### config.mk
export PLATFORM = sky130hd
export DESIGN_NAME = stopwatch_display_driver
export DESIGN_NICKNAME = d
export VERILOG_FILES = /design/src/rtl/stopwatch_display_driver.sv
export SDC_FILE = /design/constraint.sdc
export NUM_CORES = 1
export LEC_CHECK = 0
export CORE_MARGIN = 5
export CORE_UTILIZATION = 35
export CTS_BUF_LIST = sky130_fd_sc_hd__clkbuf_16
export CTS_CLUSTER_SIZE = 30
export DETAILED_ROUTE_END_ITERATION = 8
export PLACE_DENSITY = 0.55
export SLEW_MARGIN = 10
export SYNTH_ARGS = -nofsm -noshare
export SYNTH_HDL_FRONTEND = slang
export SYNTH_SLANG_ARGS = --single-unit
### constraint.sdc
create_clock -name clk_in -period 3.4 [get_ports clk_in]
set_input_delay 0.34 -clock clk_in [delete_from_list [all_inputs] [get_ports clk_in]]
set_output_delay 0.34 -clock clk_in [all_outputs]
set_load 0.01 [all_outputs]
### src/rtl/stopwatch_display_driver.sv
// MM:SS BCD stopwatch fed by a divided clock sampled as data,
// driving a multiplexed common-anode 4-digit seven-segment display.
module stopwatch_display_driver #(
  parameter  int REFRESH_DIV = 50_000,
  localparam int REFRESH_W   = $clog2(REFRESH_DIV)
) (
  input  logic        clk_in,
  input  logic        reset,
  input  logic        tick_clk,
  input  logic        run,
  input  logic        clear,
  output logic [15:0] digits,
  output logic        wrap,
  output logic [3:0]  an,
  output logic [6:0]  seg,
  output logic        dp
);

  logic [2:0]           sync_q;
  logic                 tick_pe;
  logic [3:0]           su_q, st_q, mu_q, mt_q;
  logic [3:0]           su_d, st_d, mu_d, mt_d;
  logic                 wrap_q, wrap_d;
  logic [REFRESH_W-1:0] rc_q, rc_d;
  logic [1:0]           sel_q, sel_d;
  logic                 rc_last;
  logic [3:0]           nib;

  assign tick_pe = sync_q[1] & ~sync_q[2];

  always_comb begin
    su_d   = su_q;
    st_d   = st_q;
    mu_d   = mu_q;
    mt_d   = mt_q;
    wrap_d = 1'b0;
    if (clear) begin
      su_d = '0;
      st_d = '0;
      mu_d = '0;
      mt_d = '0;
    end else if (tick_pe && run) begin
      if (su_q != 4'd9) begin
        su_d = su_q + 4'd1;
      end else begin
        su_d = '0;
        if (st_q != 4'd5) begin
          st_d = st_q + 4'd1;
        end else begin
          st_d = '0;
          if (mu_q != 4'd9) begin
            mu_d = mu_q + 4'd1;
          end else begin
            mu_d = '0;
            if (mt_q != 4'd5) begin
              mt_d = mt_q + 4'd1;
            end else begin
              mt_d   = '0;
              wrap_d = 1'b1;
            end
          end
        end
      end
    end
  end

  // Digit scan runs regardless of run/clear.
  assign rc_last = (rc_q == REFRESH_W'(REFRESH_DIV - 1));

  always_comb begin
    rc_d  = rc_q + 1'b1;
    sel_d = sel_q;
    if (rc_last) begin
      rc_d  = '0;
      sel_d = sel_q + 2'd1;
    end
  end

  always_ff @(posedge clk_in) begin
    if (reset) begin
      sync_q <= '0;
      su_q   <= '0;
      st_q   <= '0;
      mu_q   <= '0;
      mt_q   <= '0;
      wrap_q <= 1'b0;
      rc_q   <= '0;
      sel_q  <= '0;
    end else begin
      sync_q <= {sync_q[1:0], tick_clk};
      su_q   <= su_d;
      st_q   <= st_d;
      mu_q   <= mu_d;
      mt_q   <= mt_d;
      wrap_q <= wrap_d;
      rc_q   <= rc_d;
      sel_q  <= sel_d;
    end
  end

  assign digits = {mt_q, mu_q, st_q, su_q};
  assign wrap   = wrap_q;

  always_comb begin
    an  = 4'b1110;
    nib = su_q;
    unique case (sel_q)
      2'd0: begin an = 4'b1110; nib = su_q; end
      2'd1: begin an = 4'b1101; nib = st_q; end
      2'd2: begin an = 4'b1011; nib = mu_q; end
      2'd3: begin an = 4'b0111; nib = mt_q; end
    endcase
  end

  assign dp = (sel_q != 2'd2);

  always_comb begin
    seg = 7'b1111111;
    unique case (nib)
      4'd0:    seg = 7'b1000000;
      4'd1:    seg = 7'b1111001;
      4'd2:    seg = 7'b0100100;
      4'd3:    seg = 7'b0110000;
      4'd4:    seg = 7'b0011001;
      4'd5:    seg = 7'b0010010;
      4'd6:    seg = 7'b0000010;
      4'd7:    seg = 7'b1111000;
      4'd8:    seg = 7'b0000000;
      4'd9:    seg = 7'b0010000;
      default: seg = 7'b1111111;
    endcase
  end

endmodule

* Word level (Yosys, flattened, before mapping)
Memory sizes are Yosys's and may differ from the RTL's.
Cells that the tools add are included.
** Word-level totals
- Bits in registers :: 38
- Bits in read-only memories :: 112
- Bits of input ports :: 5
- Output and inout bits :: 29
- Logic and storage cells :: 45
- Memories :: 1
** Memories
- (name not given) :: words 16, bits a word 7, read ports 1, clocked after memory_dff 0, wr ports 0, line 119 : unique case (nib)
** Operators by class
- $add $sub $neg :: 6
- Equality and inequality tests :: 9
- Multiplexer cells :: 7
- Bitwise operators :: 6
- Reduce and logical (&&, ||, !) cells :: 8
** Operator list (number)
- 4-bit one-hot mux with 4 select lines :: 2
- 16-bit by 1-bit adder with 16-bit output (second input constant) :: 1
- 4-bit by 1-bit adder with 4-bit output (second input constant) :: 4
- 16-bit == test (second input constant) :: 1
- 4-bit 2-to-1 mux :: 4
- 4-bit by 3-bit != test with 1-bit output (second input constant) :: 2
- 4-bit != test (second input constant) :: 2
- 6-bit OR reduction :: 1
- 1-bit inverter :: 5
- 2-bit == test (second input constant) :: 2
- 4-bit AND reduction :: 1
- 2-bit OR reduction :: 2
- 3-bit AND reduction :: 1
- 2-bit by 1-bit adder with 2-bit output (second input constant) :: 1
- 2-bit by 1-bit == test with 1-bit output (second input constant) :: 1
- 2-bit logical NOT :: 1
- 2-bit != test (second input constant) :: 1
- 2-bit AND reduction :: 1
- 1-bit bitwise AND :: 1
- 1-bit logical AND :: 1
- 1-bit 2-to-1 mux :: 1

* Longest topological paths before layout
Gate-level depths: netlist of the first run.
- Depth in word-level cells :: 5
- Mapped depth :: 8

* Worst setup path before layout of the first run
Ideal clock, no wire load.
- Path type :: register to output
- Start point :: reg sel_q[0]
- End point :: out seg[1]
- Data arrival time :: 1.783 ns
- Required time :: 3.060 ns
- Path slack :: 1.277 ns
- Cell stages (with the launch flop) :: 7
- Path buffers :: 0
- Cell sequence :: dfxtp_1 inv_1 ha_1 a222oi_1 mux2i_1 ha_1 o21ai_0
** Between the ends
- Word-level cells in the longest chain between the ends :: 3
- Elaborated cells between the ends (all ways) :: 6
- Classes of those cells :: eq/ne (3); mux (1); reduce/logical (1); memory (1)
** RTL lines
- from (decl) :: line 25 : logic [1:0] sel_q, sel_d;
- from (signal assigned) :: line 97 : sel_q <= sel_d;
- 2-bit == test, or another cell as far along :: line 107 : unique case (sel_q)
- 4-bit one-hot mux with 4 select lines (*) :: line 107
- memory 16 x 7 bit (*)
- to (decl) :: line 15 : output logic [6:0] seg,
Mark *: on every way between the ends. The rest lies on a longest branch, timed or not.

* Worst setup path in the final report of the first run
Same ends and word-level chain as after synthesis.

==> impl_metrics.tcl, run 1 <==
set metrics [dict create \
    max-clock-path-buffers 2 \
    grt_pass1_vias 1538 \
    slowest_delay_ps 550 \
    synthesis.nets 246 \
    async_flop_share 0 \
    htreeDepth 2 \
    end_kind "output port" \
    fp-row-count 27 \
    final_nets 280 \
    worst_path_most_repeated_cell "ha_1" \
    cp-start-kind "flip-flop" \
    status "complete, no violations" \
    port_buffers 33 \
    period_share 0.882 \
    layout-drive-gt1-share 0.0448 \
    fmax_ghz 0.333 \
    worstPathRequired_ps 3060 \
    worstSetupStartpoint "sel_q[0]" \
    finalHoldViolations 0 \
    drtIter0Drc 97 \
    start_util 0.361 \
    powerDensity_mw_per_mm2 388 \
    finalSetupTns_ps 0 \
    power.leakage_nw 0.851 \
    clock_sinks 38 \
    num_antenna_cells 0 \
    synth_seq_cells 38 \
    ir_drop_mv 0.298 \
    syn_area_sq_mm 0.00199 \
    r2r-start "su_q[3]" \
    maxCapViolations 0 \
    finClkSkew_ps 2.06 \
    die_height_microns 85.4 \
    path_clk_slew_ps 50 \
    syn_inst 233 \
    avgSynthCellArea_sq_um 8.53 \
    ios 34 \
    routed-via-count 1675 \
    grt_setup_unrepaired "false" \
    synth_top_flop_cell "dfxtp_1" \
    worstMarginPinSlew_ps 536 \
    cp.arrival_ps 2660 \
    drc 0 \
    critPathKind "reg -> out" \
    fin_total_pwr_uw 982 \
    root_buffer "clkbuf_16" \
    grt_first_pass_wirelength_mm 6.93 \
    fin_cells 340 \
    setup_viol 0 \
    post-cts-setup-buffer-count 0 \
    worst-path-buf-inv 2 \
    core_area_sq_mm 0.00551 \
    holdWs_ps 436 \
    finalCriticalPeriod_ps 3000 \
    yosys_warnings 0 \
    synth-seq-area-share 0.383 \
    clk_latency_ps 270 \
    postCtsHoldBufs 0 \
    overflow 0 \
    fillCellCount 549 \
    wl_per_cell_microns 12.4 \
    finalWirelength_mm 4.22 \
    antenna_found_initial 0 \
    dp_hpwl_mm 3.14 \
    cp_slowest_cell "clkdlybuf4s50_1" \
    crit_family "buffers and inverters" \
    grt_max_degree 18 \
    slew_viol_final 0 \
    die_area_sq_mm 0.00729 \
    ant_nets 0 \
    tritoncts "done" \
    post_cts_resized 0 \
    track_usage 0.116 \
    synth.distinct_cells 40 \
    numCtsBuffers 5 \
    place.gp.congestion 0.766 \
    crit_fanout 6 \
    drt_pass1_iterations 6 \
    synth_edf_count 0 \
    crit_path_cell_trace "inv_1 -> ha_1 -> a222oi_1 -> mux2i_1 -> ha_1 -> o21ai_0 -> clkdlybuf4s50_1" \
    max_slew_margin 0.642 \
    route.detailed.vias_per_inst 4.93 \
    dp.cells 332 \
    hold_path.startpoint "sync_q[0]" \
    die_x_microns 85.4 \
    hold_class "reg -> reg" \
    area_growth_pct 27.4 \
    fin_util 0.460 \
]
worst reg2reg max path, cell delays in order, from the launching register on:
cell	delay [ps]
dfxtp_1	410
nor3b_1	390
nand4_1	520
or4_1	660
a21oi_1	150
final cells by class:
cell class	instances	area (sq um)	area share
clock inverter	3	37.5	0.0148
inverter	17	63.8	0.0252
sequential	38	761	0.300
tap	72	90.1	0.0356
clock buffer	5	125	0.0494
multi-input combinational	172	1120	0.444
timing repair buffer	33	330	0.130
synth_stat cells, types with 2 or more instances:
library cell,number,area share
nand2b_1,2,0.0063
xor2_1,4,0.018
nand2_1,11,0.021
nand3_1,10,0.025
or3_1,2,0.0063
xnor2_1,15,0.066
a21oi_1,16,0.040
mux2i_1,8,0.040
or4b_1,3,0.015
dfxtp_1,38,0.38
ha_1,8,0.050
clkbuf_1,3,0.0057
nor2b_1,9,0.028
o21ai_0,8,0.020
nor4_1,3,0.0094
nor4bb_1,2,0.010
o31ai_1,3,0.011
nor3b_1,2,0.0075
a222oi_1,4,0.020
nand4_1,6,0.019
or4_1,3,0.011
inv_1,16,0.030
nor3_1,7,0.018
mux2_2,2,0.011
nand4b_1,2,0.0088
nor2_1,32,0.060
cell usage in the layout, fill, tap and decap left out, types with 2 or more instances in the layout:
cell type	instances
nor3_1	7
nand4b_1	2
or4b_1	3
nor2_1	32
a222oi_1	4
o31ai_1	3
nor3b_1	2
or3_1	2
or4_1	3
xor2_1	4
xnor2_1	15
nand3_1	10
inv_1	18
nand2_1	11
a21oi_1	16
mux2i_1	8
clkbuf_16	5
mux2_2	2
nand2b_1	2
nor4bb_1	2
dfxtp_1	38
nand4_1	6
clkdlybuf4s50_1	33
o21ai_0	8
nor2b_1	9
ha_1	8
nor4_1	3
through the flow:
step | instance area, sq um | setup slack [ps]
floorplan | 1990 | 1280
global placement | 2370 | 743
detailed placement | 2370 | 698
CTS | 2530 | 393
global route | 2530 | 192
finish | 2530 | 401
report_power, final:
group | leakage, nW | total [mW] | internal, mW | switching (mW)
Combinational | 0.457 | 0.0239 | 0.0113 | 0.0126
Clock | 0.0864 | 0.504 | 0.340 | 0.164
Sequential | 0.307 | 0.454 | 0.450 | 0.00342
Total | 0.851 | 0.982 | 0.802 | 0.180
logic make-up (layout without fill, tap and decap cells):
| family | after synthesis | count (layout) | share of synthesized area |
|---|---|---|---|
| flops | 38 | 38 | 0.383 |
| xor+xnor | 19 | 19 | 0.0837 |
| buf+inv | 23 | 58 | 0.0516 |
| simple gates | 101 | 101 | 0.277 |
| compound gates | 34 | 34 | 0.103 |
| fa+ha+maj | 8 | 8 | 0.0503 |
| mux | 10 | 10 | 0.0516 |
flip-flops by register name, summed over array words and instances (netlist names):
signal	cells
wrap	1
rc_q	16
st_q	4
mu_q	4
mt_q	4
sel_q	2
sync_q	3
su_q	4
metal layers:
layer,GRT usage,share of wire
met1,0.133,0.45
met2,0.202,0.47
met3,0.0350,0.060
met4,0.0460,0.011
met5,0,0
path summary, 6_finish.rpt:
path                                   to  slack, ps  cells after the start
worst max register to register    mt_q[1]       1200                      4
worst min register to register  sync_q[1]        440                      1
worst max-delay path               seg[1]        400                      7
worst min-delay path            sync_q[1]        440                      1
No activity file was read; power rests on OpenSTA's default activity.
==> inputs of run 2 (changes only) <==
--- a/config.mk
+++ b/config.mk
@@ -10,7 +10,9 @@
 export CTS_BUF_LIST = sky130_fd_sc_hd__clkbuf_16
 export CTS_CLUSTER_SIZE = 30
 export DETAILED_ROUTE_END_ITERATION = 8
-export PLACE_DENSITY = 0.55
+export DONT_BUFFER_PORTS = 1
+export GPL_ROUTABILITY_DRIVEN = 0
+export PLACE_DENSITY = 0.47
 export SLEW_MARGIN = 10
 export SYNTH_ARGS = -nofsm -noshare
 export SYNTH_HDL_FRONTEND = slang
==> run 2 against run 1 <==
Global-route usage up 0.47 points. Combinational power down 34%. Clock skew up 1.7 ps. Wire length up 1.2%. Die area unchanged. Critical path depth down 1. Non-clock buffer count down 33. Flip-flop and latch count unchanged. Critical endpoint unchanged. Power down 6.3%. Setup slack better by 410 ps. Count of clock-buffer cells in the layout unchanged. Via count down 5.3%.
==> impl_metrics.tcl, run 2 (synthesis results as in run 1) <==
set metrics [dict create \
    numCtsBuffers 5 \
    crit_fanout 6 \
    ios 34 \
    period_share 0.760 \
    start_util 0.361 \
    layout-drive-gt1-share 0.0553 \
    fin_cells 307 \
    wl_per_cell_microns 13.9 \
    finalHoldViolations 0 \
    dp.cells 299 \
    post-cts-setup-buffer-count 0 \
    powerDensity_mw_per_mm2 421 \
    root_buffer "clkbuf_16" \
    overflow 0 \
    hold_class "in -> reg" \
    routed-via-count 1587 \
    clk_latency_ps 280 \
    cp.arrival_ps 2240 \
    worst_path_most_repeated_cell "ha_1" \
    num_antenna_cells 0 \
    worst-path-buf-inv 1 \
    top_register "rc_q" \
    clock_sinks 38 \
    fin_area_sq_mm 0.00218 \
    htreeDepth 2 \
    end_kind "output port" \
    finClkSkew_ps 3.76 \
    maxCapViolations 0 \
    final_nets 247 \
    fmax_ghz 0.387 \
    finalWirelength_mm 4.27 \
    post_cts_resized 0 \
    ir_drop_mv 0.261 \
    crit_path_cell_trace "inv_1 -> ha_1 -> a222oi_1 -> mux2i_1 -> ha_1 -> o21ai_0" \
    max_slew_margin 0.647 \
    die_height_microns 85.4 \
    layout_common_cells "dfxtp_1, nor2_1, inv_1" \
    cp-start-kind "flip-flop" \
    die_x_microns 85.4 \
    status "complete, no violations" \
    antenna_found_initial 0 \
    area_growth_pct 9.75 \
    path_clk_slew_ps 60 \
    multi_input_area_sq_mm 0.00112 \
    dpl-instance-area_sq_mm 0.00204 \
    die_area_sq_mm 0.00729 \
    ant_nets 0 \
    critPathKind "reg -> out" \
    largest_reg_flops 16 \
    drtIter0Drc 136 \
    fp-row-count 27 \
    cp_slowest_cell "a222oi_1" \
    worstMarginPinSlew_ps 528 \
    setup_viol 0 \
    final_common_cell "dfxtp_1" \
    track_usage 0.121 \
    power.leakage_nw 0.720 \
    slew_viol_final 0 \
    dp_hpwl_mm 3.05 \
    tritoncts "done" \
    slowest_delay_ps 360 \
    regArea_sq_um 761 \
    postCtsHoldBufs 0 \
    fillCellCount 565 \
    grt_first_pass_wirelength_mm 7.16 \
    grt_setup_unrepaired "false" \
    holdWs_ps 126 \
    max-clock-path-buffers 2 \
    pre_cts_ws_ps 1090 \
    crit_family "compound AO/OA/AOI/OAI gates" \
    finalCriticalPeriod_ps 2580 \
    finalSetupTns_ps 0 \
    grt_pass1_vias 1461 \
    worstPathRequired_ps 3060 \
    port_buffers 0 \
    core_area_sq_mm 0.00551 \
    route.detailed.vias_per_inst 5.17 \
    drc 0 \
    grt_max_degree 18 \
    drt_pass1_iterations 4 \
    timing.final.ws_setup_ps 815 \
]
run 2: cell types whose count changed in the layout (fill, tap and decap cells not counted):
| cell | previous run | this run |
|---|---|---|
| clkinv_2 | 0 | 1 |
| inv_1 | 18 | 17 |
| bufinv_16 | 1 | 0 |
| clkdlybuf4s50_1 | 33 | 0 |
| clkinv_4 | 0 | 1 |
run 2: path summary, 6_finish.rpt:
| check | from | end | slack (ps) | cells past startpoint |
|---|---|---|---|---|
| worst max-delay path | sel_q[0] | seg[1] | 820 | 6 |
| worst min-delay path | reset | sync_q[0] | 130 | 1 |
| worst max register to register | su_q[3] | mt_q[2] | 1110 | 4 |
| worst min register to register | sync_q[0] | sync_q[1] | 440 | 1 |
run 2: final cells by class:
class | instances | share of cell area
Sequential cell | 38 | 0.349
Multi-Input combinational cell | 172 | 0.515
Clock buffer | 5 | 0.0573
Clock inverter | 3 | 0.00803
Inverter | 17 | 0.0292
Tap cell | 72 | 0.0413
run 2: through the flow:
step,power [mW],utilization
after floorplan,0.478,-
after global placement,0.480,0.370
after detailed placement,0.480,0.370
after CTS,0.934,0.396
after global routing,0.949,0.396
final,0.920,0.396
run 2: layer usage:
layer  GRT usage  share of wire  vias up
met5           0              0        -
met4      0.0475          0.019        0
met3      0.0379          0.064        7
met2       0.190           0.45       40
met1       0.154           0.47      723
li1            -              -      817
run 2: where the power goes:
group          internal, mW  switching [mW]
clock                 0.269           0.181
sequential            0.450         0.00376
combinational       0.00593         0.00991
